$ cat src/rtl/rv_pipe_controller.sv
// RV32I decode-stage controller: registered control bundle, MDU start/done sequencing,
// branch-flush bubbles and a saturating illegal-instruction counter.
module rv_pipe_controller #(
   parameter int ENABLE_M = 1,
   parameter int ALU_OP_W = 5,
   parameter int CNT_W    = 8
) (
   input  logic                i_clk,
   input  logic                i_rst_n,
   input  logic                i_instr_valid,
   input  logic [6:0]          i_opcode,
   input  logic [2:0]          i_funct3,
   input  logic [6:0]          i_funct7,
   input  logic                i_br_taken,
   input  logic                i_mdu_done,
   output logic [ALU_OP_W-1:0] o_alu_op,
   output logic                o_reg_write,
   output logic                o_PCen,
   output logic                o_read_en,
   output logic                o_write_en,
   output logic [1:0]          o_wb_sel,
   output logic [1:0]          o_br_type,
   output logic                o_sel_A,
   output logic                o_sel_B,
   output logic                o_mdu_start,
   output logic [2:0]          o_mdu_op,
   output logic                o_illegal,
   output logic [CNT_W-1:0]    o_illegal_cnt
);

   typedef enum logic {ST_RUN, ST_MDU_WAIT} state_t;

   localparam logic [6:0] OP_RTYPE  = 7'b0110011;
   localparam logic [6:0] OP_IALU   = 7'b0010011;
   localparam logic [6:0] OP_LOAD   = 7'b0000011;
   localparam logic [6:0] OP_STORE  = 7'b0100011;
   localparam logic [6:0] OP_BRANCH = 7'b1100011;
   localparam logic [6:0] OP_JAL    = 7'b1101111;
   localparam logic [6:0] OP_JALR   = 7'b1100111;
   localparam logic [6:0] OP_LUI    = 7'b0110111;
   localparam logic [6:0] OP_AUIPC  = 7'b0010111;

   localparam logic [6:0] F7_BASE   = 7'b0000000;
   localparam logic [6:0] F7_ALT    = 7'b0100000;
   localparam logic [6:0] F7_MULDIV = 7'b0000001;

   localparam logic [ALU_OP_W-1:0] ALU_ADD    = ALU_OP_W'(0);
   localparam logic [ALU_OP_W-1:0] ALU_SUB    = ALU_OP_W'(1);
   localparam logic [ALU_OP_W-1:0] ALU_SLL    = ALU_OP_W'(2);
   localparam logic [ALU_OP_W-1:0] ALU_SLT    = ALU_OP_W'(3);
   localparam logic [ALU_OP_W-1:0] ALU_SLTU   = ALU_OP_W'(4);
   localparam logic [ALU_OP_W-1:0] ALU_XOR    = ALU_OP_W'(5);
   localparam logic [ALU_OP_W-1:0] ALU_SRL    = ALU_OP_W'(6);
   localparam logic [ALU_OP_W-1:0] ALU_SRA    = ALU_OP_W'(7);
   localparam logic [ALU_OP_W-1:0] ALU_OR     = ALU_OP_W'(8);
   localparam logic [ALU_OP_W-1:0] ALU_AND    = ALU_OP_W'(9);
   localparam logic [ALU_OP_W-1:0] ALU_PASS_B = ALU_OP_W'(10);
   localparam logic [ALU_OP_W-1:0] ALU_UNDEF  = ALU_OP_W'(31);

   localparam logic [1:0] WB_MEM  = 2'b00;
   localparam logic [1:0] WB_ALU  = 2'b01;
   localparam logic [1:0] WB_PC4  = 2'b10;
   localparam logic [1:0] WB_MDU  = 2'b11;
   localparam logic [1:0] BR_NONE = 2'b00;
   localparam logic [1:0] BR_COND = 2'b01;
   localparam logic [1:0] BR_JUMP = 2'b10;

   function automatic logic [CNT_W-1:0] sat_inc(input logic [CNT_W-1:0] v);
      return (&v) ? v : v + CNT_W'(1);
   endfunction

   function automatic logic [ALU_OP_W-1:0] base_alu_op(input logic [2:0] f3, input logic alt);
      logic [ALU_OP_W-1:0] op;
      case (f3)
         3'b000:  op = ALU_ADD;
         3'b001:  op = ALU_SLL;
         3'b010:  op = ALU_SLT;
         3'b011:  op = ALU_SLTU;
         3'b100:  op = ALU_XOR;
         3'b101:  op = alt ? ALU_SRA : ALU_SRL;
         3'b110:  op = ALU_OR;
         default: op = ALU_AND;
      endcase
      return op;
   endfunction

   state_t              r_state;
   logic [ALU_OP_W-1:0] r_alu_op_p1;
   logic                r_reg_write_p1;
   logic                r_pcen_p1;
   logic                r_read_en_p1;
   logic                r_write_en_p1;
   logic [1:0]          r_wb_sel_p1;
   logic [1:0]          r_br_type_p1;
   logic                r_sel_a_p1;
   logic                r_sel_b_p1;
   logic                r_mdu_start_p1;
   logic [2:0]          r_mdu_op_p1;
   logic                r_illegal_p1;
   logic [CNT_W-1:0]    r_illegal_cnt_p1;

   logic [ALU_OP_W-1:0] w_dec_alu_op;
   logic                w_dec_reg_write;
   logic                w_dec_read_en;
   logic                w_dec_write_en;
   logic [1:0]          w_dec_wb_sel;
   logic [1:0]          w_dec_br_type;
   logic                w_dec_sel_a;
   logic                w_dec_sel_b;
   logic                w_dec_mop;
   logic                w_dec_illegal;
   logic                w_vld_p0;

   state_t              w_state_nxt;
   logic [ALU_OP_W-1:0] w_alu_op_nxt;
   logic                w_reg_write_nxt;
   logic                w_pcen_nxt;
   logic                w_read_en_nxt;
   logic                w_write_en_nxt;
   logic [1:0]          w_wb_sel_nxt;
   logic [1:0]          w_br_type_nxt;
   logic                w_sel_a_nxt;
   logic                w_sel_b_nxt;
   logic                w_mdu_start_nxt;
   logic [2:0]          w_mdu_op_nxt;
   logic                w_illegal_nxt;

   // Stage p0: decode of the raw fields; anything unrecognised falls through as illegal.
   always_comb begin
      w_dec_alu_op    = ALU_ADD;
      w_dec_reg_write = 1'b0;
      w_dec_read_en   = 1'b0;
      w_dec_write_en  = 1'b0;
      w_dec_wb_sel    = WB_ALU;
      w_dec_br_type   = BR_NONE;
      w_dec_sel_a     = 1'b1;
      w_dec_sel_b     = 1'b1;
      w_dec_mop       = 1'b0;
      w_dec_illegal   = 1'b0;
      case (i_opcode)
         OP_RTYPE: begin
            if (i_funct7 == F7_MULDIV) begin
               if (ENABLE_M != 0) w_dec_mop = 1'b1;
               else               w_dec_illegal = 1'b1;
            end else if (i_funct7 == F7_BASE) begin
               w_dec_reg_write = 1'b1;
               w_dec_alu_op    = base_alu_op(i_funct3, 1'b0);
            end else if (i_funct7 == F7_ALT && (i_funct3 == 3'b000 || i_funct3 == 3'b101)) begin
               w_dec_reg_write = 1'b1;
               w_dec_alu_op    = (i_funct3 == 3'b000) ? ALU_SUB : ALU_SRA;
            end else begin
               w_dec_illegal = 1'b1;
            end
         end
         OP_IALU: begin
            w_dec_reg_write = 1'b1;
            w_dec_sel_b     = 1'b0;
            w_dec_alu_op    = base_alu_op(i_funct3, i_funct7[5]);
         end
         OP_LOAD: begin
            if (i_funct3 == 3'b011 || i_funct3 == 3'b110 || i_funct3 == 3'b111) begin
               w_dec_illegal = 1'b1;
            end else begin
               w_dec_reg_write = 1'b1;
               w_dec_read_en   = 1'b1;
               w_dec_wb_sel    = WB_MEM;
               w_dec_sel_b     = 1'b0;
            end
         end
         OP_STORE: begin
            if (i_funct3[2] || i_funct3 == 3'b011) begin
               w_dec_illegal = 1'b1;
            end else begin
               w_dec_write_en = 1'b1;
               w_dec_sel_b    = 1'b0;
            end
         end
         OP_BRANCH: begin
            w_dec_br_type = BR_COND;
            w_dec_sel_a   = 1'b0;
            w_dec_sel_b   = 1'b0;
         end
         OP_JAL: begin
            w_dec_reg_write = 1'b1;
            w_dec_br_type   = BR_JUMP;
            w_dec_wb_sel    = WB_PC4;
            w_dec_sel_a     = 1'b0;
            w_dec_sel_b     = 1'b0;
         end
         OP_JALR: begin
            w_dec_reg_write = 1'b1;
            w_dec_br_type   = BR_JUMP;
            w_dec_wb_sel    = WB_PC4;
            w_dec_sel_b     = 1'b0;
         end
         OP_LUI: begin
            w_dec_reg_write = 1'b1;
            w_dec_alu_op    = ALU_PASS_B;
            w_dec_sel_b     = 1'b0;
         end
         OP_AUIPC: begin
            w_dec_reg_write = 1'b1;
            w_dec_sel_a     = 1'b0;
            w_dec_sel_b     = 1'b0;
         end
         default: w_dec_illegal = 1'b1;
      endcase
      if (w_dec_illegal) w_dec_alu_op = ALU_UNDEF;
   end

   // A flushed instruction is treated exactly like an invalid one.
   assign w_vld_p0 = i_instr_valid && !i_br_taken;

   always_comb begin
      w_state_nxt     = r_state;
      w_alu_op_nxt    = ALU_ADD;
      w_reg_write_nxt = 1'b0;
      w_pcen_nxt      = 1'b1;
      w_read_en_nxt   = 1'b0;
      w_write_en_nxt  = 1'b0;
      w_wb_sel_nxt    = WB_ALU;
      w_br_type_nxt   = BR_NONE;
      w_sel_a_nxt     = 1'b1;
      w_sel_b_nxt     = 1'b1;
      w_mdu_start_nxt = 1'b0;
      w_mdu_op_nxt    = r_mdu_op_p1;
      w_illegal_nxt   = 1'b0;
      case (r_state)
         ST_RUN: begin
            if (w_vld_p0) begin
               w_alu_op_nxt    = w_dec_alu_op;
               w_reg_write_nxt = w_dec_reg_write;
               w_read_en_nxt   = w_dec_read_en;
               w_write_en_nxt  = w_dec_write_en;
               w_wb_sel_nxt    = w_dec_wb_sel;
               w_br_type_nxt   = w_dec_br_type;
               w_sel_a_nxt     = w_dec_sel_a;
               w_sel_b_nxt     = w_dec_sel_b;
               w_illegal_nxt   = w_dec_illegal;
               if (w_dec_mop) begin
                  w_mdu_start_nxt = 1'b1;
                  w_mdu_op_nxt    = i_funct3;
                  w_pcen_nxt      = 1'b0;
                  w_state_nxt     = ST_MDU_WAIT;
               end
            end
         end
         ST_MDU_WAIT: begin
            w_pcen_nxt = 1'b0;
            if (i_mdu_done) begin
               w_reg_write_nxt = 1'b1;
               w_wb_sel_nxt    = WB_MDU;
               w_pcen_nxt      = 1'b1;
               w_state_nxt     = ST_RUN;
            end
         end
         default: w_state_nxt = ST_RUN;
      endcase
   end

   // Stage p1: registered control bundle seen by execute/writeback.
   always_ff @(posedge i_clk or negedge i_rst_n) begin
      if (!i_rst_n) begin
         r_state          <= ST_RUN;
         r_alu_op_p1      <= '0;
         r_reg_write_p1   <= 1'b0;
         r_pcen_p1        <= 1'b0;
         r_read_en_p1     <= 1'b0;
         r_write_en_p1    <= 1'b0;
         r_wb_sel_p1      <= 2'b00;
         r_br_type_p1     <= 2'b00;
         r_sel_a_p1       <= 1'b0;
         r_sel_b_p1       <= 1'b0;
         r_mdu_start_p1   <= 1'b0;
         r_mdu_op_p1      <= 3'b000;
         r_illegal_p1     <= 1'b0;
         r_illegal_cnt_p1 <= '0;
      end else begin
         r_state          <= w_state_nxt;
         r_alu_op_p1      <= w_alu_op_nxt;
         r_reg_write_p1   <= w_reg_write_nxt;
         r_pcen_p1        <= w_pcen_nxt;
         r_read_en_p1     <= w_read_en_nxt;
         r_write_en_p1    <= w_write_en_nxt;
         r_wb_sel_p1      <= w_wb_sel_nxt;
         r_br_type_p1     <= w_br_type_nxt;
         r_sel_a_p1       <= w_sel_a_nxt;
         r_sel_b_p1       <= w_sel_b_nxt;
         r_mdu_start_p1   <= w_mdu_start_nxt;
         r_mdu_op_p1      <= w_mdu_op_nxt;
         r_illegal_p1     <= w_illegal_nxt;
         if (w_illegal_nxt) r_illegal_cnt_p1 <= sat_inc(r_illegal_cnt_p1);
      end
   end

   assign o_alu_op      = r_alu_op_p1;
   assign o_reg_write   = r_reg_write_p1;
   assign o_PCen        = r_pcen_p1;
   assign o_read_en     = r_read_en_p1;
   assign o_write_en    = r_write_en_p1;
   assign o_wb_sel      = r_wb_sel_p1;
   assign o_br_type     = r_br_type_p1;
   assign o_sel_A       = r_sel_a_p1;
   assign o_sel_B       = r_sel_b_p1;
   assign o_mdu_start   = r_mdu_start_p1;
   assign o_mdu_op      = r_mdu_op_p1;
   assign o_illegal     = r_illegal_p1;
   assign o_illegal_cnt = r_illegal_cnt_p1;

endmodule

$ cat config.mk
export PLATFORM = sky130hd
export DESIGN_NAME = rv_pipe_controller
export DESIGN_NICKNAME = d
export VERILOG_FILES = /design/src/rtl/rv_pipe_controller.sv
export SDC_FILE = /design/constraint.sdc
export NUM_CORES = 1
export LEC_CHECK = 0
export CAP_MARGIN = 20
export CORE_ASPECT_RATIO = 1.4
export CORE_MARGIN = 8
export CORE_UTILIZATION = 45
export DETAILED_ROUTE_END_ITERATION = 6
export PLACE_DENSITY = 0.88
export SYNTH_ARGS = -nofsm -noshare
export SYNTH_HDL_FRONTEND = slang
export SYNTH_SLANG_ARGS = --single-unit
$ cat constraint.sdc
create_clock -name i_clk -period 2.35 [get_ports i_clk]
set_input_delay 0.235 -clock i_clk [delete_from_list [all_inputs] [get_ports i_clk]]
set_output_delay 0.235 -clock i_clk [all_outputs]
set_load 0.005 [all_outputs]
# After elaboration in Yosys (flattened, before gate mapping)
# Cells that the tools add are included.
word_totals:
  regBits: 29
  latchBits: 0
  ram_bits: 0
  mem_bits_ro: 0
  in_bits: 22
  out_inout_bits: 28
  word_cells: 109
  memories: 0
op_classes:
  n_addsub: 1
  multipliers: 0
  div_mod_pow: 0
  magnitude_cmp: 0
  n_eq_ne: 18
  shift: 0
  mux: 58
  bitwise_logic: 2
  n_reduce_logical: 16
op_table:
  columns: ["op", "n"]
  rows:
  - ["$pmux 4 s7", 2]
  - ["$mux 1", 35]
  - ["$eq 7x6->1 const B", 4]
  - ["$mux 5", 5]
  - ["$eq 7x7->1 const B", 3]
  - ["$pmux 5 s3", 1]
  - ["$eq 7x5->1 const B", 2]
  - ["$eq 3x3->1 const B", 4]
  - ["$pmux 2 s2", 3]
  - ["$add 8x1->8 const B", 1]
  - ["$mux 2", 4]
  - ["$reduce_and 8->1", 1]
  - ["$eq 7x1->1 const B", 1]
  - ["$eq 7x2->1 const B", 1]
  - ["$logic_not 7->1", 1]
  - ["$eq 3x2->1 const B", 2]
  - ["$mux 3", 2]
  - ["$pmux 1 s2", 3]
  - ["$pmux 1 s3", 2]
  - ["$reduce_or 6->1", 1]
  - ["$reduce_or 5->1", 1]
  - ["$logic_or 1x1->1", 4]
  - ["$pmux 1 s4", 1]
  - ["$eq 3x1->1 const B", 1]
  - ["other kinds (8)", 10]

# Logic depth before layout (Yosys ltp)
# Gate-level depths: netlist of run 1.
logic_depth:
  depth_word: 10
  ltp_mapped: 8
  mapped_depth_nobuf: 7

# Least setup slack after synthesis of run 1
# No wires, ideal clock.
synth_path:
  path_type: "input port to flip-flop"
  start: "in i_funct7[4]"
  end: "reg r_illegal_cnt_p1[1], in the netlist o_illegal_cnt[1]"
  setup_ns: 0.128
  arrival_ns: 1.793
  required_time_ns: 2.222
  slack_ns: 0.430
  path_stages: 7
  path_buffers: 0
  cell_sequence: "or4_4 nor4_4 nor3_1 a221oi_2 inv_2 nand2_2 mux2_1"
synth_via:
  elab_chain_cells: 9
  word_cells_on_any_way: 11
  cone_classes: "2 x eq/ne; 6 x mux; 3 x reduce/logical"
synth_lines:
  columns: ["element", "line_no", "text"]
  rows:
  - ["start: declaration", "13", "input logic [6:0] i_funct7,"]
  - ["$eq 7x6->1", "148", "end else if (i_funct7 == F7_ALT && (i_funct3 == 3'b000 || i_funct3 == 3'b101)) begin"]
  - ["$logic_and 1x1->1", "148", null]
  - ["$mux 1", "148", null]
  - ["$mux 1", "145", "end else if (i_funct7 == F7_BASE) begin"]
  - ["$mux 1 (*)", "142", "if (i_funct7 == F7_MULDIV) begin"]
  - ["$pmux 1 s4 (*)", "140", "case (i_opcode)"]
  - ["$mux 1 (*)", "230", "if (w_vld_p0) begin"]
  - ["$mux 1 (*)", "228", "case (r_state)"]
  - ["$reduce_and 2->1 (no line) (*)", null, null]
  - ["end signal: assignment", "292", "if (w_illegal_nxt) r_illegal_cnt_p1 <= sat_inc(r_illegal_cnt_p1);"]
  - ["end: declaration", "100", "logic [CNT_W-1:0] r_illegal_cnt_p1;"]
# Mark *: on every way between the ends. The rest lies on a longest branch, timed or not.
# A chain may end at the register's enable or synchronous reset.

# Worst setup path in the final report of run 1
layout_path:
  start: "in i_funct7[4]"
  end: "reg r_illegal_cnt_p1[7], in the netlist o_illegal_cnt[7]"
# Same word-level chain as after synthesis.

==> results.toml, run 1 <==
[power]
power.leakage_nw = 0.904
p_per_area_nw_per_um2 = 576
vdd_ir_drop_max_mv = 0.373

[synth]
postSynthRegisterBits = 28
postSynthNetCount = 171
netlist_area_sq_um = 1450
yosysTopAreaCell = "sky130_fd_sc_hd__dfrtp_1"
synth_most_common_cell = "sky130_fd_sc_hd__dfrtp_1"
post_synth.cell_area_avg_sq_um = 9.78
synth-seq-area-share_pct = 48.4
ys_async_sr_fraction_pct = 100
synth_cell_type_count = 46
synth-warning-count = 0
yosys_most_used_dff = "sky130_fd_sc_hd__dfrtp_1"
synth-edff-count = 0
post_synth_most_frequent_cells = "sky130_fd_sc_hd__dfrtp_1 (28), sky130_fd_sc_hd__nand2_1 (14), sky130_fd_sc_hd__nor2_1 (13), sky130_fd_sc_hd__o21ai_0 (10), sky130_fd_sc_hd__a21oi_1 (7)"
synth_top_cells_by_area = "sky130_fd_sc_hd__dfrtp_1 (48%), sky130_fd_sc_hd__nand2_1 (3.6%), sky130_fd_sc_hd__xor2_1 (3.6%)"
synth.top_cell.area_share_pct = 48.4
synthesis.instances = 148

[cts]
clock_tree.buffer_depth = 2
cts_buffers = 3
ctsRootBufferMaster = "sky130_fd_sc_hd__clkbuf_8"
path_clk_slew_ns = 0.08
ctsHoldBuffers = 0
tritoncts = "done"
cts.sink_count = 28
clk_latency_ns = 0.27
cts_setup_buffers = 0
post_cts_resized = 0
htreeDepth = 1

[floorplan]
starting_density_of_the_core_pct = 46.8
die_h_um = 83.1
die-area_sq_um = 5310
die-width_um = 63.9
core_ar_sq_um = 3090
ioPinCount = 50
placement_rows = 24

[job]
max-cap-violations = 0

[sta]
slew_headroom_pct = 74.0
maxClockFrequency_mhz = 469
worst_hold_slack_after_final_layout_ns = 0.329
final_max_slew_viol_count = 0
worst_pin_slew_ns = 0.386
period_needed_ns = 2.13
finalHoldViolCount = 0
fin_tns_setup_ns = 0
rsz_0062_raised_after_global_routing = "false"
fin_worst_skew_ns = 0.00711
setup-violations-final = 0
period_utilization_pct = 90.8

[worst_setup_path]
timing.critical_path.arrival_ns = 2.28
regToRegSetupSlack_ns = 0.49
type_of_element_launching_the_critical_path = "primary input"
crit_path_max_fanout = 11
required_time_of_the_worst_setup_path_ns = 2.50
timing.rr.end = "o_illegal_cnt[7]"
worstSetupEndpointType = "register"
worstSetupPathType = "in2reg"
worst-r2r-cell-count = 7
regToRegStartpoint = "r_state"

[worst_hold_path]
min-delay-path-class = "in2async"

[place]
port-buffer-count = 49
finalWeightedCongestion = 0.986
hpwlAfterDp_mm = 3.17

[drt]
route.vias.total = 1385
detail_route.vias_per_cell = 5.54
first_pass_iters = 4
detail_route.wirelength_mm = 3.93
detail_route.iter0.violations = 54
detail_route.wl_per_cell_um = 15.7
drt.antenna.violating_nets = 0
drc = 0

[final_layout]
inserted_diodes = 0
layout.nets = 236
register_area_sq_um = 701
area_of_combinational_cells_with_multiple_inputs_sq_um = 692
layout.filler_cells = 228
drive_gt1_share_pct = 15.2
areaGrowthSynthToFinish_pct = 46.4

[grt]
sum_of_overflow_across_all_layers_after_global_routing = 0
antenna_found_initial = 0
grt_max_degree = 29
first_pass_grt_wire_length_mm = 6.73
first_global_vias = 1382
global_route.usage.total_pct = 15.7

[outcome]
run_status = "finished, final reports clean"
## worst max path at each step
stage                startpoint               end  slack, ns  cells past startpoint
floorplan           i_funct7[4]  o_illegal_cnt[1]       0.43                      7
global placement    i_funct7[4]  o_illegal_cnt[1]       0.02                      8
detailed placement  i_funct7[4]  o_illegal_cnt[1]      -0.06                      8
CTS                 i_funct7[4]  o_illegal_cnt[3]       0.23                      8
global route        i_funct7[4]       o_alu_op[1]       0.11                      6
finish              i_funct7[4]  o_illegal_cnt[7]       0.22                      8
## area by class of cell
cell class / instances / share of cell area [%]
Clock buffer: 3 / 1.95
Inverter: 5 / 0.885
Multi-Input combinational cell: 109 / 32.6
Sequential cell: 28 / 33.1
Tap cell: 39 / 2.30
Timing Repair Buffer: 66 / 29.2
## power by group
group / internal [mW] / switching, mW
sequential: 0.541 / 0.0791
combinational: 0.209 / 0.146
clock: 0.115 / 0.131
## cell families (layout without fill, tap and decap cells)
kind of cell | after synthesis | count (layout) | share of synthesized area [%]
compound gates | 31 | 31 | 13.4
xor+xnor | 7 | 7 | 4.24
fa+ha+maj | 1 | 1 | 0.864
buf+inv | 11 | 74 | 3.80
flops | 28 | 28 | 48.4
mux | 4 | 4 | 3.11
simple gates | 66 | 66 | 26.2
## worst max-delay path, stage by stage
cell and delay, ns:
sky130_fd_sc_hd__clkdlybuf4s50_1 0.44, sky130_fd_sc_hd__or4_4 0.57, sky130_fd_sc_hd__nor4_4 0.17, sky130_fd_sc_hd__nor3_1 0.11, sky130_fd_sc_hd__a221oi_2 0.31, sky130_fd_sc_hd__buf_4 0.24
sky130_fd_sc_hd__nor3b_1 0.08, sky130_fd_sc_hd__xor2_1 0.14
## metal layers
metal  global-route usage (%)  part of all wire (%)  up-vias
met5                        0                     0        -
met4                     10.8                   3.5        0
met3                     4.03                   7.3       11
met2                     25.9                    51       69
met1                     16.8                    38      651
li1                         -                     -      654
## flip-flops by register name, indices dropped and copies added (netlist names)
register	cells
o_alu_op	5
o_PCen	1
o_sel_A	1
o_reg_write	1
o_write_en	1
o_read_en	1
o_mdu_op	3
o_br_type	2
r_state	1
o_mdu_start	1
o_sel_B	1
o_illegal_cnt	8
o_wb_sel	2
## stage by stage
step / instance area [sq um] / worst slack [ns] / instances / power, mW / util (%)
after detailed placement: 2080 / -0.0620 / 247 / 0.978 / 67.2
final: 2120 / 0.217 / 250 / 1.22 / 68.5
after global routing: 2120 / 0.114 / 250 / 1.30 / 68.5
after CTS: 2120 / 0.225 / 250 / 1.22 / 68.5
after floorplan: 1450 / 0.430 / 148 / 0.743 / -
after global placement: 2080 / 0.0224 / 247 / 0.955 / 67.2
## layout by cell type (no fill, tap or decap), types with 2 or more instances in the layout
master,count
sky130_fd_sc_hd__o21ai_0,10
sky130_fd_sc_hd__nor3_1,5
sky130_fd_sc_hd__nor2_1,13
sky130_fd_sc_hd__or3_1,2
sky130_fd_sc_hd__and3_1,3
sky130_fd_sc_hd__nand3b_1,2
sky130_fd_sc_hd__inv_1,4
sky130_fd_sc_hd__mux2_2,3
sky130_fd_sc_hd__nand4_1,6
sky130_fd_sc_hd__buf_4,17
sky130_fd_sc_hd__a21oi_1,7
sky130_fd_sc_hd__nor4_1,2
sky130_fd_sc_hd__clkbuf_8,3
sky130_fd_sc_hd__and2_1,2
sky130_fd_sc_hd__xor2_1,6
sky130_fd_sc_hd__or2_2,2
sky130_fd_sc_hd__nor3b_1,2
sky130_fd_sc_hd__nand3_1,2
sky130_fd_sc_hd__a22oi_1,3
sky130_fd_sc_hd__o22ai_1,2
sky130_fd_sc_hd__dfrtp_1,28
sky130_fd_sc_hd__nand2b_1,3
sky130_fd_sc_hd__nand2_1,14
sky130_fd_sc_hd__clkdlybuf4s50_1,49
Power figures use the tool's default switching activity.
==> run 2, diff against run 1 <==
SLEW_MARGIN = 20   (was not set)
==> results of run 2 <==
The final DEF is identical to that of run 1; final timing and power are the same.
==> run 3, diff against run 2 <==
CORE_UTILIZATION = 60   (was 45)
DONT_BUFFER_PORTS = 1   (was not set)
PLACE_DENSITY = 0.84   (was 0.88)
==> results.toml, run 3 (same netlist as run 1, synthesis figures left out) <==
[cts]
cts_buffers = 3
path_clk_slew_ns = 0.13
clock_tree.buffer_depth = 2
ctsRootBufferMaster = "sky130_fd_sc_hd__clkbuf_4"
htreeDepth = 1
cts.sink_count = 28
clk_latency_ns = 0.30
tritoncts = "done"

[final_layout]
layout.filler_cells = 180
drive_gt1_share_pct = 13.2
largest_register_ff_count = 8
layout_common_cells = "sky130_fd_sc_hd__dfrtp_1 (28), sky130_fd_sc_hd__nand2_1 (14), sky130_fd_sc_hd__nor2_1 (13)"
layout.nets = 176
layout_commonest_cell = "sky130_fd_sc_hd__dfrtp_1"
inserted_diodes = 0
areaGrowthSynthToFinish_pct = 5.19

[outcome]
run_status = "finished, final reports clean"

[grt]
first_global_vias = 1159
antenna_found_initial = 0
first_pass_grt_wire_length_mm = 5.16
global_route.usage.total_pct = 15.5
sum_of_overflow_across_all_layers_after_global_routing = 0
grt_max_degree = 29

[sta]
finalHoldViolCount = 0
worst_pin_slew_ns = 0.353
setup-violations-final = 0
maxClockFrequency_mhz = 553
slew_headroom_pct = 76.2
layout_setup_ws_ns = 0.540
period_needed_ns = 1.81
period_utilization_pct = 77.0
final_max_slew_viol_count = 0
rsz_0062_raised_after_global_routing = "false"
fin_worst_skew_ns = 0.00480
fin_tns_setup_ns = 0

[worst_hold_path]
min-delay-path-class = "in2reg"

[place]
place_worst_setup_slack_ns = 0.369
port-buffer-count = 0
finalWeightedCongestion = 0.848
hpwlAfterDp_mm = 2.65

[drt]
detail_route.wirelength_mm = 3.26
detail_route.iter0.violations = 40
detail_route.vias_per_cell = 6.56
drt.antenna.violating_nets = 0
drc = 0
detail_route.wl_per_cell_um = 18.7
first_pass_iters = 4
route.vias.total = 1141

[floorplan]
die_h_um = 74.1
die-area_sq_um = 4260
starting_density_of_the_core_pct = 61.9
die-width_um = 57.5
ioPinCount = 50
placement_rows = 21
core_ar_sq_um = 2340

[worst_setup_path]
crit_path_max_fanout = 11
timing.critical_path.arrival_ns = 2.05
timing.critical_path.slowest_stage_cell = "sky130_fd_sc_hd__dfrtp_1"
critical_path_buf_inv_count = 1
worstSetupPathType = "reg2reg"
cpLargestDelayFamily = "simple AND/OR/NAND/NOR gates"
type_of_element_launching_the_critical_path = "register"
critical_path.max_stage_delay_ns = 0.44
required_time_of_the_worst_setup_path_ns = 2.59
crit_path_cell_trace = "nor3b_2, nand2_1, nor3_1, a221oi_2, buf_4, nor3b_1, xor2_1"
worstSetupEndpointType = "register"

[power]
power.leakage_nw = 0.662
vdd_ir_drop_max_mv = 0.274
p_per_area_nw_per_um2 = 635

[job]
max-cap-violations = 0
run 3: cell types whose count changed in the layout (fill, tap and decap cells not counted):
cell,previous run,this run
sky130_fd_sc_hd__clkbuf_8,3,0
sky130_fd_sc_hd__buf_4,17,4
sky130_fd_sc_hd__buf_12,0,1
sky130_fd_sc_hd__clkdlybuf4s50_1,49,0
sky130_fd_sc_hd__dlygate4sd3_1,0,1
sky130_fd_sc_hd__clkbuf_4,0,3
run 3: cell type report:
cell class                 count  area, sq um  share of cell area [%]
sequential                    28          701                    46.0
multi-input combinational    109          692                    45.4
timing repair buffer           6         60.1                    3.94
tap                           23         28.8                    1.89
clock buffer                   3         22.5                    1.48
inverter                       5         18.8                    1.23
run 3: layer usage:
metal / global-route usage (%) / share of wire (%) / up-vias / wire length, um
met2: 28.3 / 52 / 55 / 1700
met5: 0 / 0 / - / 0
met3: 4.67 / 11 / 8 / 353
met1: 15.6 / 35 / 543 / 1150
met4: 7.82 / 2.0 / 0 / 65
li1: - / - / 535 / -
run 3: where the power goes:
part           leakage, nW  switching, mW  internal [mW]  total (mW)
logic                0.295         0.0809         0.0766       0.157
registers            0.353         0.0945          0.541       0.635
clock network       0.0138          0.115         0.0598       0.175
run 3: metrics by stage:
stage / area [sq um] / hold slack (ns) / power [mW] / instances / util (%)
CTS: 1520 / 0.0577 / 0.984 / 174 / 65.1
global placement: 1470 / -0.0598 / 0.777 / 169 / 62.9
finish: 1520 / 0.0698 / 0.968 / 174 / 65.1
global route: 1520 / 0.0374 / 1.03 / 174 / 65.1
floorplan: 1450 / -0.0606 / 0.743 / 148 / -
detailed placement: 1470 / -0.0599 / 0.796 / 169 / 62.9
run 3: worst reg2reg max path, cell delays in order (launching register included):
cell and delay (ns):
sky130_fd_sc_hd__dfrtp_1 0.44, sky130_fd_sc_hd__nor3b_2 0.23, sky130_fd_sc_hd__nand2_1 0.13, sky130_fd_sc_hd__nor3_1 0.19, sky130_fd_sc_hd__a221oi_2 0.11, sky130_fd_sc_hd__buf_4 0.19, sky130_fd_sc_hd__nor3b_1 0.27, sky130_fd_sc_hd__xor2_1 0.17
run 3: worst paths after layout:
path / startpoint / to / slack, ns / cells past startpoint
worst max-delay path: r_state / o_illegal_cnt[7] / 0.54 / 7
worst min-delay path: i_funct7[0] / o_mdu_start / 0.07 / 1
worst max register to register: r_state / o_illegal_cnt[7] / 0.54 / 7
worst min register to register: o_illegal_cnt[4] / o_illegal_cnt[4] / 0.52 / 1
max in group asynchronous: i_rst_n / o_write_en / 1.86 / 2
min in group asynchronous: i_rst_n / o_alu_op[1] / 0.34 / 2
run 3: what timing repair did:
| item | 4_1_cts | 5_1_grt |
|---|---|---|
| setup buffers | 0 | 0 |
| endpoints found under the hold margin | 28 | 0 |
| resized for setup | 0 | 0 |
| hold buffers | 2 | 0 |
==> RTL edit 1: new RTL, flow settings as in run 3 <==
The parameter `ENABLE_M` goes from 1 to 0.
--- a/src/rtl/rv_pipe_controller.sv
+++ b/src/rtl/rv_pipe_controller.sv
@@ -1,7 +1,7 @@
 // RV32I decode-stage controller: registered control bundle, MDU start/done sequencing,
 // branch-flush bubbles and a saturating illegal-instruction counter.
 module rv_pipe_controller #(
-   parameter int ENABLE_M = 1,
+   parameter int ENABLE_M = 0,
    parameter int ALU_OP_W = 5,
    parameter int CNT_W    = 8
 ) (
Formal check against the unedited RTL: not equivalent (Yosys sat finds a counterexample within 4 cycles, from zero or initial values and one cycle with i_rst_n low).
==> RTL edit 1 against run 3 <==
- area after synthesis fell by 6.7%
- sequential cell count shrank 4
- highest routed layer unchanged
- largest cell class is now multi-input combinational cells
- via count is 9.8% lower
- power shrank 10%
- routed wire length fell by 11%
- largest power group unchanged
- cell area decreased by 8.1%
- setup slack got worse by 97 ps
- clock skew is 3.8 ps lower
==> RTL edit 1: results (changes against run 3) <==
stage,metric,value,unit,change
run_status,status,"finished, final reports clean",,unchanged
final_layout,num-fill-cells,181,,was 180
setup_path,crit_end,o_illegal_cnt[1]$_DFFE_PN0P_,,was o_illegal_cnt[7]$_DFFE_PN0P_
setup_path,critPathArrivalTime,2090,ps,was 2050 ps
yosys,ys_top_cells_by_area,"dfrtp_1, nand2_1, nand3_1",,"was dfrtp_1, nand2_1, xor2_1"
setup_path,reg2reg_depth,6,,was 7
placement,hpwl,2310,um,was 2650 um
routing,routed-wl-met2,1490,um,was 1700 um
final_layout,buf_share,3.94,%,about the same
power,irDropWorstVdd,0.000329,V,was 0.000274 V
final_layout,nets,166,,was 176
routing,met1Wirelength,1120,um,was 1150 um
placement,placed_cell_area,1340,sq um,was 1470 sq um
power,p_clk,0.000160,W,was 0.000175 W
final_layout,clock_cell_area_share,1.61,%,was 1.48%
clocking,clk_pin_slew,110,ps,was 130 ps
yosys,synth-seq-cells,24,,was 28
global_routing,grt_start_max_net_pins,25,,was 29
routing,avgRoutedWirePerCell,17.7,um,was 18.7 um
setup_path,crit_path_max_fanout,5,,was 11
global_routing,grtUsageMet1,15.0,%,was 15.6%
final_layout,nMultiInputCombCells,105,,was 109
min_path,hold_start,i_mdu_done,,was i_funct7[0]
yosys,seq_area_frac_synth,44.5,%,was 48.4%
power,p_leak,0.579,nW,was 0.662 nW
final_layout,final_area,1400,sq um,was 1520 sq um
power,powerSeq,0.000547,W,was 0.000635 W
sta,fin_hold_ws,57.6,ps,was 69.8 ps
sta,fin_skew,0.976,ps,was 4.80 ps
power,sw_frac_of_total,30.0,%,about the same
yosys,synth_cell_type_count,50,,was 46
[RTL edit 1: cell count changes after synthesis, sizes merged, moves of 5 or more]
cell,delta
buf,+5
nor2,-6
nand3,+9
xor2,-5
a21oi,-6
[RTL edit 1: worst max-delay path, cell delays in order, from the launching register on]
cell and delay, ps:
dfrtp_1 460, ha_1 280, nand2_1 110, nor3_1 70
a311oi_2 370, nand2_1 160, mux2_1 340
[RTL edit 1: per-stage QoR]
step / setup slack (ps) / std cells / total power, W / utilization, %
after floorplan: 561 / 143 / 0.000670 / -
after global routing: 357 / 163 / 0.000917 / 65.0
final: 443 / 163 / 0.000871 / 65.0
after CTS: 448 / 161 / 0.000878 / 64.1
after detailed placement: 458 / 156 / 0.000709 / 62.1
after global placement: 508 / 156 / 0.000693 / 62.1
[RTL edit 1: timing repair]
action                    in CTS  in global routing
setup buffers                  0                  0
hold buffers                   2                  2
resized for setup              0                  0
hold endpoints to repair      25                  2
==> RTL edit 2: new RTL, settings of run 3 <==
Made on the original files. Add an input register stage for `i_instr_valid`, `i_opcode`, `i_funct3`, `i_funct7`, `i_br_taken` and `i_mdu_done`, cleared by the reset; this delays them by one clock.
--- a/src/rtl/rv_pipe_controller.sv
+++ b/src/rtl/rv_pipe_controller.sv
@@ -65,6 +65,31 @@
    localparam logic [1:0] BR_COND = 2'b01;
    localparam logic [1:0] BR_JUMP = 2'b10;
 
+   logic i_instr_valid_q;
+   logic [6:0] i_opcode_q;
+   logic [2:0] i_funct3_q;
+   logic [6:0] i_funct7_q;
+   logic i_br_taken_q;
+   logic i_mdu_done_q;
+
+   always_ff @(posedge i_clk or negedge i_rst_n) begin
+      if (!i_rst_n) begin
+         i_instr_valid_q <= '0;
+         i_opcode_q      <= '0;
+         i_funct3_q      <= '0;
+         i_funct7_q      <= '0;
+         i_br_taken_q    <= '0;
+         i_mdu_done_q    <= '0;
+      end else begin
+         i_instr_valid_q <= i_instr_valid;
+         i_opcode_q      <= i_opcode;
+         i_funct3_q      <= i_funct3;
+         i_funct7_q      <= i_funct7;
+         i_br_taken_q    <= i_br_taken;
+         i_mdu_done_q    <= i_mdu_done;
+      end
+   end
+
    function automatic logic [CNT_W-1:0] sat_inc(input logic [CNT_W-1:0] v);
       return (&v) ? v : v + CNT_W'(1);
    endfunction
@@ -137,17 +162,17 @@
       w_dec_sel_b     = 1'b1;
       w_dec_mop       = 1'b0;
       w_dec_illegal   = 1'b0;
-      case (i_opcode)
+      case (i_opcode_q)
          OP_RTYPE: begin
-            if (i_funct7 == F7_MULDIV) begin
+            if (i_funct7_q == F7_MULDIV) begin
                if (ENABLE_M != 0) w_dec_mop = 1'b1;
                else               w_dec_illegal = 1'b1;
-            end else if (i_funct7 == F7_BASE) begin
+            end else if (i_funct7_q == F7_BASE) begin
                w_dec_reg_write = 1'b1;
-               w_dec_alu_op    = base_alu_op(i_funct3, 1'b0);
-            end else if (i_funct7 == F7_ALT && (i_funct3 == 3'b000 || i_funct3 == 3'b101)) begin
+               w_dec_alu_op    = base_alu_op(i_funct3_q, 1'b0);
+            end else if (i_funct7_q == F7_ALT && (i_funct3_q == 3'b000 || i_funct3_q == 3'b101)) begin
                w_dec_reg_write = 1'b1;
-               w_dec_alu_op    = (i_funct3 == 3'b000) ? ALU_SUB : ALU_SRA;
+               w_dec_alu_op    = (i_funct3_q == 3'b000) ? ALU_SUB : ALU_SRA;
             end else begin
                w_dec_illegal = 1'b1;
             end
@@ -155,10 +180,10 @@
          OP_IALU: begin
             w_dec_reg_write = 1'b1;
             w_dec_sel_b     = 1'b0;
-            w_dec_alu_op    = base_alu_op(i_funct3, i_funct7[5]);
+            w_dec_alu_op    = base_alu_op(i_funct3_q, i_funct7_q[5]);
          end
          OP_LOAD: begin
-            if (i_funct3 == 3'b011 || i_funct3 == 3'b110 || i_funct3 == 3'b111) begin
+            if (i_funct3_q == 3'b011 || i_funct3_q == 3'b110 || i_funct3_q == 3'b111) begin
                w_dec_illegal = 1'b1;
             end else begin
                w_dec_reg_write = 1'b1;
@@ -168,7 +193,7 @@
             end
          end
          OP_STORE: begin
-            if (i_funct3[2] || i_funct3 == 3'b011) begin
+            if (i_funct3_q[2] || i_funct3_q == 3'b011) begin
                w_dec_illegal = 1'b1;
             end else begin
                w_dec_write_en = 1'b1;
@@ -209,7 +234,7 @@
    end
 
    // A flushed instruction is treated exactly like an invalid one.
-   assign w_vld_p0 = i_instr_valid && !i_br_taken;
+   assign w_vld_p0 = i_instr_valid_q && !i_br_taken_q;
 
    always_comb begin
       w_state_nxt     = r_state;
@@ -239,7 +264,7 @@
                w_illegal_nxt   = w_dec_illegal;
                if (w_dec_mop) begin
                   w_mdu_start_nxt = 1'b1;
-                  w_mdu_op_nxt    = i_funct3;
+                  w_mdu_op_nxt    = i_funct3_q;
                   w_pcen_nxt      = 1'b0;
                   w_state_nxt     = ST_MDU_WAIT;
                end
@@ -247,7 +272,7 @@
          end
          ST_MDU_WAIT: begin
             w_pcen_nxt = 1'b0;
-            if (i_mdu_done) begin
+            if (i_mdu_done_q) begin
                w_reg_write_nxt = 1'b1;
                w_wb_sel_nxt    = WB_MDU;
                w_pcen_nxt      = 1'b1;
Function: changed (Yosys sat finds a counterexample within 4 cycles, from zero or initial values and one cycle with i_rst_n low).
==> RTL edit 2 against run 3 <==
- setup slack got worse by 160 ps
- routed wire length rose by 24%
- area after synthesis rose by 38%
- cell area rose by 54%
- global-route usage rose by 0.29 points
- combinational power rose by 16%
- critical path depth fell by 1
- sequential cell count rose by 20
- power rose by 72%
- critical path type unchanged
- critical endpoint is now o_illegal_cnt[1]$_DFFE_PN0P_
- highest routed layer unchanged
==> RTL edit 2: results (changes against run 3) <==
stage,metric,value,unit,change
yosys,syn_avg_cell_area,11.6,sq um,was 9.78 sq um
placement,placed_cell_area,2020,sq um,was 1470 sq um
setup_path,regToRegStartpoint,i_opcode_q[3]$_DFF_PN0_,,was r_state$_DFF_PN0_
clocking,clk_pin_slew,80,ps,was 130 ps
yosys,ys_top_cells_by_area,"dfrtp_1, xor2_1, o21ai_0",,"was dfrtp_1, nand2_1, xor2_1"
placement,dp.cells,205,,was 169
routing,met1Wirelength,1460,um,was 1150 um
clocking,numCtsBuffers,5,,was 3
power,power.density,709,nW/um^2,was 635 nW/um^2
yosys,seq_area_frac_synth,60.0,%,was 48.4%
power,clkPwrFrac,29.3,%,was 18.1%
routing,avgViaCountPerCell,5.86,,was 6.56
placement,hpwl,2860,um,was 2650 um
global_routing,grtUsageMet2,27.2,%,was 28.3%
yosys,synth_mux_area_share,3.13,%,was 3.11%
setup_path,rrSetupSlack,380,ps,was 540 ps
yosys,synth_fp_nets,195,,was 171
yosys,synth-compound-area-share,10.0,%,was 13.4%
yosys,yosys.area_share.adder,0.625,%,was 0.864%
final_layout,nets,217,,was 176
global_routing,grtUsageMet1,16.7,%,was 15.6%
global_routing,use_met3,6.52,%,was 4.67%
setup_path,crit_path_max_fanout,9,,was 11
routing,drt-initial-drc-count,87,,was 40
routing,route.met3.wl,300,um,was 353 um
global_routing,grt_start_max_net_pins,49,,was 29
yosys,synthXorXnorAreaFrac,3.50,%,was 4.24%
yosys,ys_async_sr_fraction,100,%,unchanged
run_status,status,"finished, final reports clean",,unchanged
routing,drt-total-wl,4050,um,was 3260 um
sta,fin_skew,6.85,ps,was 4.80 ps
routing,top_layer_used,met4,,unchanged
power,p_int,0.00123,W,was 0.000677 W
setup_path,worstSetupStartpoint,i_opcode_q[3]$_DFF_PN0_,,was r_state$_DFF_PN0_
clocking,cts-root-buf,clkbuf_8,,was clkbuf_4
final_layout,stdcell_count,235,,was 174
placement,gp_congestion,0.837,,was 0.848
yosys,synthTopCellsByCount,"dfrtp_1, nor2_1, o21ai_0, nand2_1, nor3_1",,"was dfrtp_1, nand2_1, nor2_1, o21ai_0, a21oi_1"
routing,routed-wl-met2,2220,um,was 1700 um
setup_path,reg2reg_depth,6,,was 7
sta,timing.slew.headroom,72.8,%,was 76.2%
global_routing,grt_pass1_wl,6780,um,was 5160 um
min_path,min_path_type,in2async,,was in2reg
setup_path,crit_end,o_illegal_cnt[1]$_DFFE_PN0P_,,was o_illegal_cnt[7]$_DFFE_PN0P_
power,powerSeq,0.000996,W,was 0.000635 W
final_layout,num-fill-cells,223,,was 180
power,irDropWorstVdd,0.000607,V,was 0.000274 V
==> RTL edit 2: worst min-delay path by stage <==
stage                       start                      to  slack, ps
after floorplan           i_rst_n  i_br_taken_q$_DFF_PN0_        -60
after global placement    i_rst_n   o_wb_sel[1]$_DFF_PN0_        -60
after detailed placement  i_rst_n     o_read_en$_DFF_PN0_        -60
after CTS                 i_rst_n   o_wb_sel[0]$_DFF_PN0_        440
after global routing      i_rst_n  o_br_type[1]$_DFF_PN0_        470
final                     i_rst_n   o_reg_write$_DFF_PN0_        440
==> RTL edit 2: worst register-to-register path, delay by kind of cell (launching register included) <==
| family | cells | cell delay (ps) |
|---|---|---|
| and+or+nand+nor | 4 | 880 |
| DFF | 1 | 440 |
| muxes | 1 | 320 |
| AOI/OAI and AO/OA | 1 | 220 |
==> RTL edit 2: repair_timing <==
item,4_1_cts,5_1_grt
resized for setup,0,0
hold endpoints to repair,68,0
setup buffers,0,0
hold buffers,22,0
==> RTL edit 2: layout make-up <==
| class | count | area (sq um) | share of cell area, % |
|---|---|---|---|
| Sequential cell | 48 | 1200 | 51.1 |
| Multi-Input combinational cell | 112 | 747 | 31.8 |
| Timing Repair Buffer | 22 | 238 | 10.1 |
| Clock buffer | 7 | 86.3 | 3.68 |
| Tap cell | 40 | 50.0 | 2.13 |
| Inverter | 5 | 18.8 | 0.799 |
| Clock inverter | 1 | 7.51 | 0.320 |
==> RTL edit 2: cells by family (layout without fill, tap and decap cells) <==
group,after synthesis,after routing
buffers and inverters,12,35
adders and majority gates,1,1
AOI/OAI and AO/OA,30,30
xor gates and xnor gates,8,8
and+or+nand+nor,68,68
muxes,5,5
DFF,48,48
